<file path="src/rtl/pattern_sequencer.sv">
// Pattern buffer playback engine: steps a field pointer through 0..last_field,
// registers each field onto pattern_out and holds it for step_div+1 HOLD cycles.
module pattern_sequencer #(
    parameter int BUFFER_WIDTH = 8,
    parameter int BUFFER_SIZE  = 32,
    parameter int PTR_WIDTH    = 5,
    parameter int DIV_WIDTH    = 8
) (
    input  logic                    clk,
    input  logic                    reset,
    input  logic                    start,
    input  logic                    stop,
    input  logic                    loop_en,
    input  logic [PTR_WIDTH-1:0]    last_field,
    input  logic [DIV_WIDTH-1:0]    step_div,
    input  logic [PTR_WIDTH-1:0]    host_fieldp,
    input  logic [BUFFER_WIDTH-1:0] field_byte,
    output logic [PTR_WIDTH-1:0]    fieldp,
    output logic [BUFFER_WIDTH-1:0] pattern_out,
    output logic                    busy,
    output logic                    step_strobe,
    output logic                    done
);

    typedef enum logic [1:0] {
        IDLE = 2'd0,
        LOAD = 2'd1,
        HOLD = 2'd2
    } state_t;

    state_t                 state, state_nxt;
    logic [PTR_WIDTH-1:0]   ptr, last_sh;
    logic [DIV_WIDTH-1:0]   cnt, div_sh;

    logic accept, load_edge, expire, at_last, finish;

    // start/stop interaction: stop always wins, start only matters in IDLE.
    assign accept    = (state == IDLE) && start && !stop;
    assign load_edge = (state == LOAD) && !stop;
    assign expire    = (state == HOLD) && !stop && (cnt == '0);
    assign at_last   = (ptr == last_sh);
    assign finish    = expire && at_last && !loop_en;

    assign busy   = (state != IDLE);
    assign fieldp = busy ? ptr : host_fieldp;

    always_ff @(posedge clk or posedge reset) begin
        if (reset) begin
            state <= IDLE;
        end else begin
            state <= state_nxt;
        end
    end

    always_comb begin
        state_nxt = state;
        case (state)
            IDLE: begin
                if (accept) begin
                    state_nxt = LOAD;
                end
            end
            LOAD: begin
                state_nxt = stop ? IDLE : HOLD;
            end
            HOLD: begin
                if (stop) begin
                    state_nxt = IDLE;
                end else if (cnt == '0) begin
                    state_nxt = (!at_last || loop_en) ? LOAD : IDLE;
                end
            end
            default: begin
                state_nxt = IDLE;
            end
        endcase
    end

    always_ff @(posedge clk or posedge reset) begin
        if (reset) begin
            ptr         <= '0;
            last_sh     <= '0;
            div_sh      <= '0;
            cnt         <= '0;
            pattern_out <= '0;
            step_strobe <= 1'b0;
            done        <= 1'b0;
        end else begin
            step_strobe <= load_edge;
            done        <= finish;
            if (accept) begin
                ptr     <= '0;
                last_sh <= last_field;
                div_sh  <= step_div;
            end
            if (load_edge) begin
                pattern_out <= field_byte;
                cnt         <= div_sh;
            end
            if ((state == HOLD) && !stop) begin
                if (cnt != '0) begin
                    cnt <= cnt - 1'b1;
                end else if (!at_last) begin
                    ptr <= ptr + 1'b1;
                end else if (loop_en) begin
                    // Wrap is an explicit reload so last_field < BUFFER_SIZE-1 works.
                    ptr <= '0;
                end
            end
        end
    end

endmodule

</file>
<file path="config.mk">
export PLATFORM = sky130hd
export DESIGN_NAME = pattern_sequencer
export DESIGN_NICKNAME = d
export VERILOG_FILES = /design/src/rtl/pattern_sequencer.sv
export SDC_FILE = /design/constraint.sdc
export NUM_CORES = 1
export LEC_CHECK = 0
export ABC_CLOCK_PERIOD_IN_PS = 2300
export CAP_MARGIN = 15
export CORE_MARGIN = 1
export CORE_UTILIZATION = 50
export CTS_BUF_LIST = sky130_fd_sc_hd__clkbuf_4 sky130_fd_sc_hd__clkbuf_8
export CTS_CLUSTER_SIZE = 12
export DETAILED_ROUTE_END_ITERATION = 16
export GPL_TIMING_DRIVEN = 0
export PLACE_DENSITY = 0.92
export SYNTH_ARGS = -nofsm -noshare
export SYNTH_HDL_FRONTEND = slang
export SYNTH_SLANG_ARGS = --single-unit
</file>
<file path="constraint.sdc">
create_clock -name clk -period 2.3 [get_ports clk]
set_input_delay 0.46 -clock clk [delete_from_list [all_inputs] [get_ports clk]]
set_output_delay 0.46 -clock clk [all_outputs]
set_load 0.1 [all_outputs]
</file>
Word level (Yosys, flattened, before mapping)
Cells that the tools add are included.
{ "totals": {"reg_bits": 38, "in_bits": 31, "out_inout_bits": 16, "word_cells": 46} }
{ "op_classes": {"add_sub_neg": 2, "n_eq_ne": 5, "mux": 15, "reduce_logical": 16} }
{ "op_table": {"columns": ["op", "n"], "rows": [
  ["$mux W5", 6],
  ["$mux W8", 3],
  ["$logic_not A8 Y1", 1],
  ["$mux W2", 4],
  ["$reduce_bool A8 Y1", 1],
  ["$sub A8 B1 Y8 const B", 1],
  ["$logic_and A1 B1 Y1", 7],
  ["$pmux W2 S3", 1],
  ["$add A5 B1 Y5 const B", 1],
  ["$eq A5 B5 Y1", 1],
  ["$logic_not A1 Y1", 3],
  ["$ne A3 B3 Y1 const B", 1],
  ["$eq A2 B1 Y1 const B", 1],
  ["$eq A2 B2 Y1 const B", 1],
  ["$logic_not A2 Y1", 1],
  ["$ne A2 B2 Y1 const B", 1],
  ["$reduce_and A2 Y1", 1],
  ["$reduce_bool A2 Y1", 1],
  ["$logic_or A1 B1 Y1", 1],
  ["$mux W1", 1]
]} }

Longest topological paths before layout
{ "depth": {"word_depth": 8, "depth_mapped": 7, "mapped_depth_nobuf": 6} }

Worst setup path after synthesis
No wires, ideal clock.
{ "synth_timing": {"path_type": "flip-flop to output port", "from": "reg state[0]", "to": "out fieldp[1]", "t_arrival_ns": 2.639, "t_required_ns": 1.840, "setup_slack_ns": -0.799, "stages_incl_launch_ff": 3, "n_path_buf": 0, "path_cell_list": "dfrtp_1 > nor2_1 > o21ai_0"} }
{ "synth_via": {"elab_chain_len": 2} }
{ "synth_lines": {"columns": ["element", "line_no", "rtl"], "rows": [
  ["start: declaration", "31", "state_t state, state_nxt;"],
  ["start signal: assignment", "51", "state <= state_nxt;"],
  ["$reduce_bool A2 Y1", "44", "assign busy = (state != IDLE);"],
  ["$mux W5", "45", "assign fieldp = busy ? ptr : host_fieldp;"],
  ["end: declaration", "18", "output logic [PTR_WIDTH-1:0] fieldp,"]
]} }
Every way passes these cells.

Worst setup path in the final report
{ "layout_timing": {"from": "reg step_strobe", "to": "out step_strobe"} }
{ "layout_lines": {"columns": ["element", "line_no", "rtl"], "rows": [
  ["start: declaration", "21", "output logic step_strobe,"],
  ["start signal: assignment", "89", "step_strobe <= load_edge;"]
]} }
No word-level cell between the ends.

==> metrics.txt <==
Worst setup EP type=primary output; Top Usage Layer GRT=met2; Flop pwr share=42.7%; Top delay family on crit path=buffers and inverters; Die Width=62.4 um; design area=0.00243 mm2; peak supply drop=between 900 and 1000 uV; critical path launch point=step_strobe; DRC viols=0; CTS Sinks=38; Post-DP Area=around 0.0024 mm2; H-tree depth=2; most common cell after layout, fill and taps aside=dfrtp_1; P_leak=1.11 nW; Reg clk slew, reported paths=120 ps; initial antenna violation count=0; Hold Path Class=register to register; vias in the first global route=between 1500 and 2000; CTS tree=built; TritonCTS buffer count=5; total track usage=23.7%; top cell type's share of synthesized area=approximately 52%; Max Freq=442 MHz; FP Rows=21; Synth Warn #=0; Clock power frac=16.2%; r2r startpoint=cnt[0]; Area Overhead vs Synth=33.2%; Synth Instances=174; P_int=0.00129 W; die height=62.4 um; NetSw=0.00102 W; Clock Tree Root=clkbuf_4; Starting Density=about 53%; max incr delay on CP=around 1100 ps; Clock Latency Late Sink=340 ps; Tmin final=2260 ps; count of different cell masters after synthesis=40; n_diodes=0; final period utilization=between 90 and 100%; largest area contributor in the netlist=dfrtp_1; Worst Path Buf+Inv=1; routability cong.=0.868; Worst Setup EP=step_strobe; # setup viols final=0; Final Slew Violations=0; Cell Area, Synth=0.00182 mm2; crit path max fanout=1; met3 capacity usage during global routing=5.15%; via-per-instance ratio=5.42; Worst Setup Start Kind=register; CORE AREA=0.00342 mm2; Worst Path Arrival=1800 ps; Reg2Reg Setup Slack=140 ps; Power Dens Cells=956 mW/mm2; Total Neg Setup Slack=0 ps; Pre-antenna DRT Iters=6; # port buffers=46; sequential share of the synthesized area=52.2%; most frequent cells in the layout=dfrtp_1 (38), clkdlybuf4s50_1 (32), nand2_1 (30); Post-CTS Hold Buffers=0; Fin Clk Skew=10.2 ps; Least-Margin Pin Slew=about 960 ps; first-pass GRT wire length=7180 um; crit path kind=register to primary output; Hold Path Origin=pattern_out[2]; sw frac=44.2%; WP depth=1; share of cells above drive strength 1=20.1%; IO Count=47; Max Cap Violations=0; Syn Nets=207; final wirelength=~4100 um; M2 GR Usage=between 30% and 40%; CP max stage cell=clkdlybuf4s50_1; R2R Path End=cnt[5]; placed insts=around 270; met1 usage=between 30% and 40%; largest buffer count on any clock path=2; final hold violation count=0; final core utilization=71.0%; mean routed wirelength per cell=14.9 um; flops & latches, synth=38; run status=finished clean; gr ovfl total=0; largest net degree at the start of global routing=22; dpl hpwl=3030 um; Post-Layout Cell Count=275; r2r worst-path depth=7; Final ANT Viol Nets=0; CP required=1840 ps; combinational power share=41.1%; Critical Path, Cell by Cell=clkdlybuf4s50_1; RSZ-0062 raised after global routing=no; die footprint=0.00389 mm2; DR vias=1490; nets=261; syn_area_per_cell=between 10 and 15 um2; Max-slew headroom=between 30% and 40%; initial DRC count=61; number of setup buffers added after CTS=0; top cells by area, synth=dfrtp_1 (52%), mux2_2 (8.7%), nand2_1 (6.2%)
[cells by family after synthesis]
kind of cell	Yosys count	share of synthesized area, %
compound gates	31	11.5
xor+xnor	6	2.88
fa+ha+maj	2	1.37
buf+inv	17	4.05
flops	38	52.2
mux	18	11.1
simple gates	62	16.9
[Yosys cell counts]
library cell,instances
o21a_1,2
a31oi_1,1
mux2_4,1
nor4b_1,1
xnor2_1,6
ha_1,2
inv_1,12
o31ai_1,1
mux2i_1,3
o221a_2,3
buf_2,2
o221ai_1,2
nand4_1,1
nand2_1,30
o21ai_0,8
nor3_1,2
o22ai_1,3
o21ai_1,1
or3b_2,3
or4_4,1
and2_1,1
o22a_1,1
a21o_1,1
or3_1,1
a21oi_1,5
a22oi_1,1
a311oi_1,1
a211oi_1,1
dfrtp_1,38
nor3b_2,1
nand3_1,6
or2_2,1
nand4bb_1,1
nor2b_1,1
nor4_1,1
clkbuf_1,2
nor3_2,1
nor2_1,10
mux2_2,14
buf_6,1
[layer usage]
layer	routed length (um)	vias to the layer above
li1	-	719
met5	0	-
met3	131	11
met1	1860	724
met4	95	0
met2	2020	36
[worst min-delay path by stage]
stage	endpoint	slack, ps	depth (start not counted)
after floorplan	div_sh[2]	480	1
after global placement	pattern_out[3]	460	2
after detailed placement	pattern_out[3]	460	2
after CTS	pattern_out[2]	490	2
after global routing	pattern_out[7]	510	2
final	pattern_out[2]	490	2
[worst min-delay path, cell delays in order, from the launching register on]
cell,delay [ps]
dfrtp_1,360
nand2_1,50
nand2_1,60
[power groups by stage]
| stage | combinational [W] | clock [W] | sequential (W) |
|---|---|---|---|
| floorplan | 0.000406 | 0 | 0.00128 |
| global placement | 0.000950 | 0 | 0.000980 |
| detailed placement | 0.000981 | 0 | 0.000992 |
| CTS | 0.000965 | 0.000374 | 0.000986 |
| global route | 0.00101 | 0.000406 | 0.00101 |
| finish | 0.000953 | 0.000375 | 0.000991 |
[flip-flops by register name, indices dropped and copies added, names as in the netlist]
signal	cells
cnt	8
div_sh	8
done	1
last_sh	5
pattern_out	8
ptr	5
state	2
step_strobe	1
[through the flow]
stage	power (W)	hold WS (ps)	setup slack, ps
finish	0.00232	488	35.1
global placement	0.00193	459	-445
CTS	0.00232	493	-55.8
detailed placement	0.00197	462	-467
global route	0.00243	514	3.76
floorplan	0.00169	475	-51.3
[layout make-up]
cell class,instances,area (um2)
fill,265,990
sequential,38,951
multi-input combinational,119,811
timing repair buffer,47,469
clock buffer,7,58.8
tap,46,57.6
inverter,12,45.0
buffer,5,28.8
clock inverter,1,5.00
[repair_timing]
item / in CTS / in global routing
gates resized for setup: 25 / 15
endpoints found under the setup margin: 20 / 10
pin swaps: 0 / 0
No activity file was read; power rests on OpenSTA's default activity.
